## src/rtl/yontem1.sv

```systemverilog
// 64-bit unsigned adder built as a three-level carry-lookahead tree.
// The sum is combinational; a registered copy of the sum and carry-out is also provided.

module yontem1_lcu4 (
    input  logic [3:0] g_i,
    input  logic [3:0] p_i,
    input  logic       c_i,
    output logic [3:0] c_o,
    output logic       g_grp_o,
    output logic       p_grp_o
);
    // c_o[k] is the carry into position k; every carry is a flat sum of products.
    assign c_o[0] = c_i;
    assign c_o[1] = g_i[0] | (p_i[0] & c_i);
    assign c_o[2] = g_i[1] | (p_i[1] & g_i[0]) | (p_i[1] & p_i[0] & c_i);
    assign c_o[3] = g_i[2] | (p_i[2] & g_i[1]) | (p_i[2] & p_i[1] & g_i[0])
                  | (p_i[2] & p_i[1] & p_i[0] & c_i);

    assign g_grp_o = g_i[3] | (p_i[3] & g_i[2]) | (p_i[3] & p_i[2] & g_i[1])
                   | (p_i[3] & p_i[2] & p_i[1] & g_i[0]);
    assign p_grp_o = &p_i;
endmodule

module yontem1_group4 (
    input  logic [3:0] a_i,
    input  logic [3:0] b_i,
    input  logic       c_i,
    output logic [3:0] sum_o,
    output logic       g_grp_o,
    output logic       p_grp_o
);
    logic [3:0] g_w;
    logic [3:0] p_w;
    logic [3:0] c_w;

    assign g_w = a_i & b_i;
    assign p_w = a_i ^ b_i;

    yontem1_lcu4 u_lcu (
        .g_i     (g_w),
        .p_i     (p_w),
        .c_i     (c_i),
        .c_o     (c_w),
        .g_grp_o (g_grp_o),
        .p_grp_o (p_grp_o)
    );

    assign sum_o = p_w ^ c_w;
endmodule

module yontem1 #(
    parameter int WIDTH = 64,
    parameter int GROUP = 4
) (
    input  logic             clk_i,
    input  logic             rst_i,
    input  logic [WIDTH-1:0] num1_i,
    input  logic [WIDTH-1:0] num2_i,
    output logic [WIDTH-1:0] sum_o,
    output logic             carry_o,
    output logic [WIDTH-1:0] sum_q_o,
    output logic             carry_q_o
);
    localparam int NGRP = WIDTH / GROUP;
    localparam int NBLK = WIDTH / 16;

    logic [NGRP-1:0] grp_g;
    logic [NGRP-1:0] grp_p;
    logic [NGRP-1:0] grp_c;
    logic [NBLK-1:0] blk_g;
    logic [NBLK-1:0] blk_p;
    logic [NBLK:0]   blk_c;
    logic [WIDTH-1:0] sum_w;

    logic [WIDTH-1:0] sum_d, sum_q;
    logic             carry_d, carry_q;

    // Carry into block 'upto' expanded as a full sum of products over all lower blocks.
    function automatic logic lookahead_carry(
        input logic [NBLK-1:0] g,
        input logic [NBLK-1:0] p,
        input logic            cin,
        input int              upto
    );
        logic c;
        logic term;
        c = 1'b0;
        for (int k = 0; k < upto; k++) begin
            term = g[k];
            for (int m = k + 1; m < upto; m++) begin
                term = term & p[m];
            end
            c = c | term;
        end
        term = cin;
        for (int m = 0; m < upto; m++) begin
            term = term & p[m];
        end
        return c | term;
    endfunction

    genvar gi, bi, ci;

    generate
        for (gi = 0; gi < NGRP; gi++) begin : g_group
            yontem1_group4 u_group (
                .a_i     (num1_i[gi*GROUP +: GROUP]),
                .b_i     (num2_i[gi*GROUP +: GROUP]),
                .c_i     (grp_c[gi]),
                .sum_o   (sum_w[gi*GROUP +: GROUP]),
                .g_grp_o (grp_g[gi]),
                .p_grp_o (grp_p[gi])
            );
        end

        for (bi = 0; bi < NBLK; bi++) begin : g_block
            yontem1_lcu4 u_blk_lcu (
                .g_i     (grp_g[bi*4 +: 4]),
                .p_i     (grp_p[bi*4 +: 4]),
                .c_i     (blk_c[bi]),
                .c_o     (grp_c[bi*4 +: 4]),
                .g_grp_o (blk_g[bi]),
                .p_grp_o (blk_p[bi])
            );
        end

        assign blk_c[0] = 1'b0;
        for (ci = 1; ci <= NBLK; ci++) begin : g_top_carry
            assign blk_c[ci] = lookahead_carry(blk_g, blk_p, 1'b0, ci);
        end
    endgenerate

    assign sum_o   = sum_w;
    assign carry_o = blk_c[NBLK];

    assign sum_d   = sum_w;
    assign carry_d = blk_c[NBLK];

    always_ff @(posedge clk_i) begin
        if (rst_i) begin
            sum_q   <= '0;
            carry_q <= 1'b0;
        end else begin
            sum_q   <= sum_d;
            carry_q <= carry_d;
        end
    end

    assign sum_q_o   = sum_q;
    assign carry_q_o = carry_q;
endmodule

```

## config.mk

```make
export PLATFORM = sky130hd
export DESIGN_NAME = yontem1
export DESIGN_NICKNAME = d
export VERILOG_FILES = /design/src/rtl/yontem1.sv
export SDC_FILE = /design/constraint.sdc
export NUM_CORES = 1
export LEC_CHECK = 0
export CAP_MARGIN = 40
export CORE_MARGIN = 8
export CORE_UTILIZATION = 43
export CTS_BUF_LIST = sky130_fd_sc_hd__clkbuf_4
export DETAILED_ROUTE_END_ITERATION = 10
export MAX_ROUTING_LAYER = met4
export PLACE_DENSITY = 0.95
export SLEW_MARGIN = 20
export SYNTH_ARGS = -nofsm -noshare
export SYNTH_HDL_FRONTEND = slang
export SYNTH_HIERARCHICAL = 1
export SYNTH_SLANG_ARGS = --single-unit
```

## constraint.sdc

```tcl
create_clock -name clk_i -period 6.85 [get_ports clk_i]
set_input_delay 1.37 -clock clk_i [delete_from_list [all_inputs] [get_ports clk_i]]
set_output_delay 1.37 -clock clk_i [all_outputs]
set_load 0.1 [all_outputs]
```

======== Yosys cells after proc, flatten, opt, wreduce, memory -nomap -nowiden ========
Index checks and enable logic that the tools add are counted.
word-level totals
  bits in registers ....................... 65
  input port bits ......................... 130
operators by class
  bitwise operators ....................... 504
  reduce and logical (&&, ||, !) cells .... 18
operator list
  operator            count
  $and A1 B1 Y1       276
  $or A1 B1 Y1        180
  $xor A4 B4 Y4       32
  $and A4 B4 Y4       16
  $reduce_and A4 Y1   15
  $reduce_and A16 Y1  3

======== Logic depth before layout (Yosys ltp) ========
  depth after elaboration ................. 18
  mapped depth ............................ 14

======== Modules after synthesis ========
Netlist, hierarchy kept.
modules (own cells, without submodules)
  module          instances  cells an instance  area each (sq um)
  yontem1         1          147                1833.0
  yontem1_group4  16         8                  85.1
  yontem1_lcu4    20         10                 66.3

======== Worst setup path before layout ========
No wires, ideal clock.
  path type ............................... input to output
  start ................................... input num1_i[1]
  end ..................................... output sum_o[63]
  data arrival time ....................... 4872 ps
  slack ................................... 608 ps
  stages .................................. 13
  buffers on the path ..................... 0
  path through ............................ ha_1 a21oi_1 o21ai_1 a21oi_1 o21ai_1 a21oi_2 inv_1 a21o_1 a21o_1 a31o_1 a21o_1 a31o_1 xor2_1
between the ends
  cells in the longest elaborated chain, start to end .. 15
  elaborated cells on any way between the ends .. 18
  classes of those cells .................. bitwise (18)
RTL lines
  what                                                   line    text
  start: declaration                                     57      input logic [WIDTH-1:0] num1_i,
  $and A4 B4 Y4 / $xor A4 B4 Y4 (equally long branches)  36, 37
  $and A1 B1 Y1, on equally long branches                19, 20
  $or A1 B1 Y1 / $and A1 B1 Y1 (equally long branches)   19, 20
  $or A1 B1 Y1 *                                         20      | (p_i[3] & p_i[2] & p_i[1] & g_i[0]);
  named net grp_g[0]                                     67      logic [NGRP-1:0] grp_g;
  $and A1 B1 Y1 *                                        20
  $or A1 B1 Y1 *                                         20
  named net blk_c[1]                                     72      logic [NBLK:0] blk_c;
  (+4 left out)                                          -
  named net blk_c[3]                                     72
  $and A1 B1 Y1 *                                        17      | (p_i[2] & p_i[1] & p_i[0] & c_i);
  $or A1 B1 Y1 *                                         17
  named net grp_c[15]                                    69      logic [NGRP-1:0] grp_c;
  $and A1 B1 Y1 *                                        17
  $or A1 B1 Y1 *                                         17
  named net g_group[15].u_group.c_w[3]                   34      logic [3:0] c_w;
  $xor A4 B4 Y4 *                                        48      assign sum_o = p_w ^ c_w;
  end: declaration                                       59      output logic [WIDTH-1:0] sum_o,
Mark *: on every way through the listed nets, which the timed path passes. The rest lies on a longest branch.

======== Final worst setup path ========
  start ................................... input num1_i[3]
  end ..................................... output sum_o[59]
between the ends
  cells in the longest elaborated chain, start to end .. 16
  elaborated cells on any way between the ends .. 21
  classes of those cells .................. bitwise (21)
RTL lines
  what                                                  line    text
  $xor A4 B4 Y4 *                                       37      assign p_w = a_i ^ b_i;
  named net g_group[0].u_group.p_w[3]                   33      logic [3:0] p_w;
  $and A1 B1 Y1, on equally long branches               19, 20
  $or A1 B1 Y1, or another cell as far along            19      assign g_grp_o = g_i[3] | (p_i[3] & g_i[2]) | (p_i[3] & p_i[2] & g_i[1])
  $or A1 B1 Y1 / $and A1 B1 Y1 (equally long branches)  19, 20
  $or A1 B1 Y1 *                                        20
  named net grp_g[0]                                    67
  $and A1 B1 Y1 *                                       20
  (+1 left out)                                         -
  named net blk_c[1]                                    72
  (+4 left out)                                         -
  named net blk_c[3]                                    72
  $and A1 B1 Y1 *                                       15      assign c_o[2] = g_i[1] | (p_i[1] & g_i[0]) | (p_i[1] & p_i[0] & c_i);
  $or A1 B1 Y1 *                                        15
  named net grp_c[14]                                   69
  $and A1 B1 Y1 *                                       17
  $or A1 B1 Y1 *                                        17
  named net g_group[14].u_group.c_w[3]                  34
  $xor A4 B4 Y4 *                                       48
Marks and branches as above.

==> impl_metrics.csv <==
group,metric,value,unit
critical_path,crit_type,"input pin to output pin",
global_routing,grt_usage,0.273,
critical_path,crit_slowest_cell,"clkdlybuf4s50_1",
floorplanning,fp.coreArea,10300,sq um
synth,synth_area,4510,sq um
sta,slew_violations,0,
critical_path,startpoint_type,"input pin",
critical_path,worst_setup_path_end_kind,"output pin",
route,remaining_drc_errors,0,
power_and_ir_drop,powerDensity,321,nW/um^2
synth,synth_cells,474,
clocking,clockBufferDepth,2,
clocking,clk_pin_slew_worst_paths,0.11,ns
route,drt_iter0_drc,280,
sta,setup_ws,0.610,ns
clocking,cts_made_buffers,9,
floorplanning,rows,37,
sta,worst-slew-pin-transition,0.764,ns
clocking,ctsRootBufferMaster,"clkbuf_4",
critical_path,cpMostUsedCell,"a21o_1",
sta,hold_violations,0,
run_status,status,"finished clean",
floorplanning,ios,260,
finish,area_growth,89.4,%
hold_path,worstHoldStart,"rst_i",
synth,syn_avg_cell_area,9.52,sq um
critical_path,crit_arrival,4.87,ns
finish,multiInputGateArea,3010,sq um
route,routed_wl,19300,microns
critical_path,worst-path-max-fanout,4,
placement,place_congestion,0.993,
sta,final.setup.tns,0,ns
clocking,post_cts_buffers,0,
global_routing,first_global_vias,5676,
critical_path,critPathMaxStageDelay,0.42,ns
power_and_ir_drop,p_leak,4.04,nW
critical_path,crit_buf_inv,3,
critical_path,path_delay_family,"compound AO/OA/AOI/OAI gates",
route,via_per_inst,5.42,
hold_path,hp-class,"input pin to flip-flop",
placement,port_buffers,259,
route,drt_pass1_iterations,6,
floorplanning,die_area,14000,sq um
global_routing,gr-total-overflow,0,
sta,grt_setup_unrepaired,"false",
floorplanning,start_util,0.439,
finish,fin_util,0.831,
placement,place_inst,917,
critical_path,worstPathCellList,"clkdlybuf4s50_1 -> ha_1 -> a21oi_1 -> o21ai_1 -> a21oi_1 -> o21ai_1 -> a21oi_2 -> inv_1 -> a21o_1 -> a21o_1 -> a21o_1 -> a21o_1 -> a31o_1 -> xor2_1 -> buf_12",
route,vias,5055,
finish,fin_cells,933,
clocking,clkSinkCount,65,
sta,maxSlewHeadroom,0.491,
critical_path,required,5.48,ns
clocking,h-tree-depth,3,
placement,place_area,8420,sq um
power_and_ir_drop,ir_worst_vdd,301,uV
clocking,cts_resized,0,
route,wire_per_inst,20.7,microns
floorplanning,fp.dieW,118,microns
global_routing,grt_pass1_wl,29800,microns
global_routing,antenna_found_initial,1,
finish,regArea,1300,sq um
placement,dpl.hpwl,16400,microns
sta,fmax,0.160,GHz
finish,layout-drive-gt1-share,0.183,
finish,fin_area,8540,sq um
global_routing,grt_max_degree,68,
sta,setup_viol,0,
finish,fillerInstances,547,
route,antenna_left,0,
job,drv_cap,0,
clocking,tritoncts,"built",
sta,period_needed,6.24,ns
placement,dp_slack,0.627,ns
synth,ys_warn_count,6,
sta,finalCritPeriodShare,0.911,
finish,layout.nets,986,
clocking,ctsHoldBuffers,0,
floorplanning,fp.dieH,118,microns
critical_path,crit_start,"num1_i[3]",
-- per-stage QoR --
| stage | total power [mW] | hold slack [ns] |
|---|---|---|
| finish | 2.74 | 1.62 |
| global route | 2.82 | 1.63 |
| CTS | 2.75 | 1.59 |
| detailed placement | 2.50 | 2.04 |
| global placement | 2.19 | 2.02 |
| floorplan | 1.78 | 1.56 |
-- sequential cells by signal, summed over array words and instances, names as in the netlist --
register   count
carry_q_o      1
sum_q_o       64
-- layout by cell type (no fill, tap or decap) --
cell,n
buf_4,46
o21ai_1,20
buf_2,1
nand3b_4,1
xor2_1,64
buf_8,54
clkinv_2,1
buf_16,19
clkinv_1,4
and4_1,19
inv_1,1
clkdlybuf4s50_1,201
a21o_1,61
bufinv_16,1
o21ai_0,1
clkbuf_4,9
nor2b_1,64
a21oi_1,41
conb_1,2
dfxtp_1,65
buf_12,12
diode_2,1
a31o_1,20
a21oi_2,1
nand2_1,22
nand2b_1,1
ha_1,64
o221ai_2,1
-- power breakdown --
part / leakage, nW / total, mW / internal (mW) / switching, mW
combinational: 3.43 / 2.05 / 0.655 / 1.39
clock: 0.0657 / 0.243 / 0.104 / 0.139
sequential: 0.542 / 0.450 / 0.432 / 0.0174
-- routing by layer --
metal	routed length, microns	share of wire	global-route usage
met1	6800	0.35	0.252
met2	10200	0.53	0.510
met3	1150	0.059	0.0509
met4	1110	0.058	0.176
met5	0	0	-
-- worst min-delay path, delay by kind of cell --
| family | cells | cell delay (ns) |
|---|---|---|
| buffers and inverters | 2 | 0.43 |
| AND/OR/NAND/NOR | 1 | 0.18 |
-- layout make-up --
class,instances,share of cell area
Timing Repair Buffer,333,0.461
Tap cell,136,0.0199
Clock buffer,9,0.00791
Sequential cell,65,0.152
Antenna cell,1,0.000293
Multi-Input combinational cell,382,0.353
Clock inverter,6,0.00586
Inverter,1,0.000439
-- worst paths after layout --
check	slack, ns	endpoint	cells after the start
max	0.61	sum_o[59]	15
min	1.62	sum_q_o[6]	3
No activity file was read; power rests on OpenSTA's default activity.
